===== config.mk =====
export PLATFORM = sky130hd
export DESIGN_NAME = psum_drain_seq
export DESIGN_NICKNAME = d
export VERILOG_FILES = /design/src/rtl/psum_drain_seq.sv
export SDC_FILE = /design/constraint.sdc
export NUM_CORES = 1
export LEC_CHECK = 0
export ABC_AREA = 1
export BUFFER_PORTS_ARGS = -buffer_cell sky130_fd_sc_hd__buf_4
export CAP_MARGIN = 20
export CORE_AREA = 2 2 154 156
export DETAILED_ROUTE_END_ITERATION = 8
export DIE_AREA = 0 0 156 158
export PLACE_DENSITY_LB_ADDON = 0.05
export SLEW_MARGIN = 20
export SYNTH_ARGS = -nofsm -noshare
export SYNTH_HDL_FRONTEND = slang
export SYNTH_SLANG_ARGS = --single-unit

===== constraint.sdc =====
create_clock -name clk -period 3.45 [get_ports clk]
set_clock_uncertainty 0.1 [all_clocks]
set_input_delay 0.5175 -clock clk [delete_from_list [all_inputs] [get_ports clk]]
set_output_delay 0.5175 -clock clk [all_outputs]
set_load 0.01 [all_outputs]

===== src/rtl/psum_drain_seq.sv =====
// psum_drain_seq: buffers signed partial sums from one systolic-array column
// and streams them to the SFU through a registered output stage, tagged with
// the accumulator row (selLine) and the overwrite/accumulate flag (acc).
module psum_drain_seq #(
    parameter int PSUM_BW  = 16,
    parameter int DEPTH    = 16,
    parameter int SEL_BW   = 4,
    parameter int NUM_ROWS = 8
) (
    input  logic                     clk,
    input  logic                     reset,
    input  logic                     in_valid,
    input  logic [PSUM_BW-1:0]       in_psum,
    output logic                     in_ready,
    input  logic                     clear,
    input  logic                     out_ready,
    output logic                     out_valid,
    output logic [PSUM_BW-1:0]       psum_regA,
    output logic [SEL_BW-1:0]        selLine,
    output logic                     acc,
    output logic                     pass_done,
    output logic [$clog2(DEPTH):0]   fifo_count
);
    localparam int AW = $clog2(DEPTH);
    localparam logic [SEL_BW-1:0] LAST_ROW = SEL_BW'(NUM_ROWS - 1);

    typedef enum logic [1:0] {IDLE, STREAM, FLUSH} state_t;
    state_t state, state_nxt;

    logic [PSUM_BW-1:0] mem [DEPTH];
    logic [AW:0]        wr_ptr, rd_ptr;
    logic [SEL_BW-1:0]  row;
    logic               first_pass;
    logic               full, empty, push, load, xfer;

    // Extra wrap bit on the pointers distinguishes full from empty.
    assign empty      = (wr_ptr == rd_ptr);
    assign full       = (wr_ptr[AW] != rd_ptr[AW]) && (wr_ptr[AW-1:0] == rd_ptr[AW-1:0]);
    assign fifo_count = wr_ptr - rd_ptr;

    // in_ready depends only on state/pointers (and reset), never on out_ready.
    assign in_ready  = reset && !full && (state != FLUSH);
    assign out_valid = (state == STREAM);
    assign push      = in_valid && in_ready && !clear;
    assign xfer      = out_valid && out_ready;
    // The output register only takes words already stored in the FIFO, so a
    // push into an empty FIFO costs one extra cycle rather than a comb bypass.
    assign load      = !empty && (!out_valid || out_ready) && !clear;

    // State register.
    always_ff @(posedge clk or negedge reset) begin
        if (!reset) state <= IDLE;
        else        state <= state_nxt;
    end

    // Next-state: clear wins from any state; STREAM exits only once drained.
    always_comb begin
        state_nxt = state;
        if (clear) begin
            state_nxt = FLUSH;
        end else begin
            case (state)
                IDLE:    if (load) state_nxt = STREAM;
                STREAM:  if (xfer && !load) state_nxt = IDLE;
                FLUSH:   state_nxt = IDLE;
                default: state_nxt = IDLE;
            endcase
        end
    end

    // FIFO pointers; clear empties the queue in one edge.
    always_ff @(posedge clk or negedge reset) begin
        if (!reset) begin
            wr_ptr <= '0;
            rd_ptr <= '0;
        end else if (clear) begin
            wr_ptr <= '0;
            rd_ptr <= '0;
        end else begin
            if (push) wr_ptr <= wr_ptr + 1'b1;
            if (load) rd_ptr <= rd_ptr + 1'b1;
        end
    end

    // FIFO storage; contents need no reset since pointers gate visibility.
    always_ff @(posedge clk) begin
        if (push) mem[wr_ptr[AW-1:0]] <= in_psum;
    end

    // Output register plus row/pass tracking, advanced on every load.
    always_ff @(posedge clk or negedge reset) begin
        if (!reset) begin
            psum_regA  <= '0;
            selLine    <= '0;
            acc        <= 1'b0;
            row        <= '0;
            first_pass <= 1'b1;
            pass_done  <= 1'b0;
        end else begin
            pass_done <= xfer && (selLine == LAST_ROW) && !clear;
            if (clear) begin
                row        <= '0;
                first_pass <= 1'b1;
            end else if (load) begin
                psum_regA <= mem[rd_ptr[AW-1:0]];
                selLine   <= row;
                acc       <= !first_pass;
                if (row == LAST_ROW) begin
                    row        <= '0;
                    first_pass <= 1'b0;
                end else begin
                    row <= row + 1'b1;
                end
            end
        end
    end

endmodule


-- Yosys cells after proc, flatten, opt, wreduce, memory -nomap -nowiden
Memories as Yosys holds them, arrays and structs flattened. A register that Yosys moved wholly into a read port is not among the register bits.
Cells that the tools add are included.
- reductions and logical operators: 26
- eq/ne operators: 9
- bitwise operators: 1
- $add $sub $neg: 4
- mux-type cells: 16
- operators by type and width (kind ; count):
    5-bit 2-to-1 mux ; 4
    4-bit 2-to-1 mux ; 3
    1-bit logical AND ; 11
    5-bit by 1-bit adder with 5-bit output, second input constant ; 2
    4-bit by 3-bit equality test with 1-bit output, second input constant ; 2
    1-bit zero test ; 7
    2-bit 2-to-1 mux ; 3
    2-bit AND reduction ; 3
    2-bit nonzero test ; 3
    5-bit equality test ; 1
    1-bit 2-to-1 mux ; 5
    5-bit subtractor ; 1
    4-bit by 1-bit adder with 4-bit output, second input constant ; 1
    4-bit equality test ; 1
    2-bit one-hot mux with 2 select lines ; 1
    3-bit by 2-bit inequality test with 1-bit output, second input constant ; 1
    3-bit inequality test, second input constant ; 1
    2-bit by 1-bit equality test with 1-bit output, second input constant ; 1
    2-bit zero test ; 1
    2-bit inequality test, second input constant ; 1
    1-bit logical OR ; 1
    1-bit inequality test ; 1
    1-bit inverter ; 1
- memory bits (writable): 256
- output and inout bits: 29
- flip-flop bits (word level): 23
- memories kept: 1
- memory list (memory ; depth ; bits a word ; read ports ; clocked after memory_dff ; wr ports ; line ; RTL):
    mem ; 16 ; 16 ; 1 ; 1 ; 1 ; 30 ; logic [PSUM_BW-1:0] mem [DEPTH];

-- Depth between registers and ports, before layout
- depth in word-level cells: 10
- depth in mapped cells: 12

-- Worst setup path after synthesis
No wires, ideal clock.
- kind: reg-to-reg
- start point: register rd_ptr[2]
- end point: memory mem[0][0] (enable)
- required time: 2.962 ns
- path buffers: 2
- cell stages (with the launch flop): 12
- setup time: 0.388 ns
- period minus slack after synthesis: 3.022 ns
- setup slack: 0.428 ns
- arrival time: 2.534 ns
- cell sequence: dfrtp_1 buf_4 clkinv_1 buf_2 ha_1 nand2_1 nor2_1 nand3_1 nand3_1 nor2_1 nand2_1 nor2_1
- longest elaborated chain between the ends: 9
- ends and longest elaborated chain (element ; line ; RTL):
    from (decl) ; 31 ; logic [AW:0] wr_ptr, rd_ptr;
    from (signal assigned) ; 81 ; if (load) rd_ptr <= rd_ptr + 1'b1;
    4-bit equality test ; 38 ; assign full = (wr_ptr[AW] != rd_ptr[AW]) && (wr_ptr[AW-1:0] == rd_ptr[AW-1:0]);
    1-bit logical AND ; 38 ;
    1-bit zero test ; 42 ; assign in_ready = reset && !full && (state != FLUSH);
    1-bit logical AND (2 in series) ; 42 ;
    1-bit logical AND (2 in series) ; 44 ; assign push = in_valid && in_ready && !clear;
    1-bit 2-to-1 mux ; 87 ; if (push) mem[wr_ptr[AW-1:0]] <= in_psum;
    1-bit 2-to-1 mux (implied by the code) ; 87 ;
    to (decl) ; 30 ;
Every way passes these cells.

-- Worst setup path in the final report
- start point: register rd_ptr[0]
- end point: output fifo_count[4]
- longest elaborated chain between the ends: 1
- ends and longest elaborated chain (element ; line ; RTL):
    5-bit subtractor ; 39 ; assign fifo_count = wr_ptr - rd_ptr;
    to (decl) ; 22 ; output logic [$clog2(DEPTH):0] fifo_count
Every way passes these cells.

==> metrics.cfg <==
[status]
status=finished clean

[sta]
whs_ns=0.0255
max_freq_mhz=336
tns_ns=0
rsz0062_at_grt=false
slew_viol_final=0
worst_slew_margin_rel=0.456
setup_ws_ns=0.477
period_minus_slack_ns=2.97
period_share=0.862
worst_slew_pin_slew_ns=0.815
hold_viol_final=0
setup_viol=0

[place]
place_ws_ns=0.669
gp_congestion=0.817
portBuffers=49
dp_hpwl_mm=19.0

[cells_and_area]
nets=1310
antenna_cells=0
drive_gt1_frac=0.113
area_delta_synth_final_pct=14.3
final_core_util=0.626

[worst_setup_path]
cp.arrival_ns=2.36
r2r-start=rd_ptr[0]$_DFFE_PN0P_
path_class=flop to output port
timing.critical_path.from_type=flop
endpoint_kind=output port
worst_path_dominant_cell_family=adder cells
cp_cell_sequence=ha_1 -> fa_1 -> o21ai_0 -> xor2_1 -> buf_4
crit_fanout=16
cpMaxStageDelayCell=dfrtp_4
slowest_delay_ns=0.58
cp.required_ns=2.83
r2r_slack_ns=0.64
cp-startpoint=rd_ptr[0]$_DFFE_PN0P_
critPathBufInv=1

[clocking]
clkTransAtPathRegs_ns=0.06
cts_setup_buffers=0
clk_path_buf_depth=3
htreeDepth=1
cts_sinks=295
hold_buffers=1
tritoncts=yes
clkLatencyLatePin_ns=0.57
root_buffer=clkbuf_16
numCtsBuffers=31
cts.repair.resized=0

[hold_path]
min-delay-start=clear
holdCritPathClass=primary input to flop

[global_routing]
grt_pass1_vias=7968
grt_max_degree=67
grt_use_met3=0.0282
grtUsageMet2=0.422
antenna_found_initial=0
grtUsageMet1=0.370
top_usage_layer=met2
grt_use_total=0.255
overflow=0
grt_pass1_wl_mm=46.8

[yosys]
syn_area_per_cell_um2=10.4
yosysWarnings=0
synth_area_um2=12600
synth_seq_cells=295
yosysTopAreaCell=edfxtp_1
synth.distinct_cells=29
synth_nets=1251
yosysSeqAreaShare=0.686
yosysTopAreaCellShare=0.608
syn_inst=1219
synthTopCellsByArea=edfxtp_1 (61%), nand2_1 (14%), dfrtp_1 (7.5%), nand3_1 (6.2%), inv_1 (4.3%)

[detailed_routing]
drt-initial-drc-count=742
drc=0
viasPerCell=5.29
wl_mm=30.5
vias=8423
drt_first_pass_iters=5
antenna_left=0
wire_per_inst_um=19.1

[die]
die_y_um=158
io_pins=50
core_um2=23100
placementRows=56
start_util=0.548
die_area_um2=24600
fp.dieW_um=156

[power]
power_density_nw_per_um2=668
ir_drop_mv=0.539
p_leak_nw=6.19

[run]
drv_cap=0

[logic make-up (layout without fill, tap and decap cells)]
logic type / count (synthesis) / in the layout / share of synthesized area
simple gates: 661 / 661 / 0.214
flops: 295 / 295 / 0.686
buf+inv: 203 / 287 / 0.0661
compound gates: 41 / 41 / 0.0169
fa+ha+maj: 11 / 11 / 0.0115
xor+xnor: 8 / 8 / 0.00554
[placed cells by master (no fill, tap or decap)]
| cell type | instances |
|---|---|
| bufinv_16 | 2 |
| buf_12 | 5 |
| inv_2 | 1 |
| a21oi_1 | 19 |
| xnor2_1 | 2 |
| a21boi_0 | 1 |
| o22a_1 | 1 |
| clkbuf_16 | 31 |
| clkbuf_8 | 4 |
| clkinvlp_4 | 1 |
| clkbuf_1 | 12 |
| nor2_2 | 17 |
| edfxtp_1 | 256 |
| nor3_1 | 2 |
| clkinv_2 | 4 |
| dlygate4sd3_1 | 1 |
| nand3_1 | 156 |
| nand4_1 | 3 |
| nand2_1 | 456 |
| fa_1 | 1 |
| dfrtp_4 | 1 |
| dfrtp_1 | 36 |
| ha_1 | 10 |
| and2_1 | 1 |
| clkinv_4 | 1 |
| nand3b_1 | 1 |
| dfstp_2 | 1 |
| nor2_1 | 24 |
| xor2_1 | 6 |
| inv_16 | 1 |
| nand3_4 | 1 |
| inv_4 | 1 |
| buf_4 | 75 |
| o21ai_0 | 18 |
| inv_1 | 144 |
| dfrtp_2 | 1 |
| o22ai_1 | 2 |
| clkinv_1 | 4 |
[final timing paths]
check,to,depth (start not counted)
max,fifo_count[4],5
min in group asynchronous,psum_regA[0]$_DFFE_PN0P_,3
min,state[1]$_DFFE_PN0P_,1
max in group asynchronous,rd_ptr[0]$_DFFE_PN0P_,3
min reg2reg,acc$_DFFE_PN0P_,2
max reg2reg,mem[0][4]$_DFFE_PP_,9
[area by class of cell]
class                           instances  area (um^2)
Tap cell                              290          363
Inverter                              148          558
Multi-Input combinational cell        721         3180
Fill cell                            1865         8610
Timing Repair Buffer                   81          673
Clock buffer                           47          876
Sequential cell                       295         8670
Clock inverter                         11          124
[registers in the layout, indices dropped and copies added, names as in the netlist]
name,count
acc,1
first_pass,1
mem,256
pass_done,1
psum_regA,16
rd_ptr,5
row,4
selLine,4
state,2
wr_ptr,5
[synth_stat cells]
library cell / count
edfxtp_1: 256
nand3b_1: 1
buf_1: 2
a21oi_1: 19
buf_2: 38
a21boi_0: 1
dfrtp_1: 38
xor2_1: 6
buf_6: 2
clkinv_1: 2
nor3_1: 2
nor2_2: 1
dfstp_2: 1
clkbuf_1: 10
nor2_1: 40
o22ai_1: 2
inv_1: 145
o22a_1: 1
nand3_4: 1
ha_1: 10
nand3_1: 156
xnor2_1: 2
inv_2: 1
fa_1: 1
nand4_1: 3
nand2_1: 456
and2_1: 1
o21ai_0: 18
buf_4: 3
[through the flow]
stage          area (um^2)  cells  total power [mW]
2_1_floorplan        12600   1219              5.67
3_3_place_gp         13400   1534              6.46
3_5_place_dp         13400   1534              6.48
4_1_cts              14400   1593              9.74
5_1_grt              14400   1593              10.1
6_report             14400   1593              9.65
[where the power goes]
part,internal (mW),switching [mW]
logic,0.719,1.53
clock network,1.90,1.34
registers,4.02,0.136
total,6.64,3.01
[worst reg2reg max path, cell delays in order (launching register included)]
cell,delay (ns)
dfrtp_4,0.58
ha_1,0.33
nand2_1,0.08
nor2_1,0.05
nand3_1,0.08
nand3_1,0.09
nor2_1,0.29
nand2_1,0.29
nor2_2,0.44
buf_12,0.20
[layer usage]
metal / part of all wire / wire length (um)
met5: 0 / 0
met2: 0.48 / 14600
met4: 0.018 / 546
met1: 0.45 / 13600
met3: 0.059 / 1800
No activity file was read; power rests on OpenSTA's default activity.
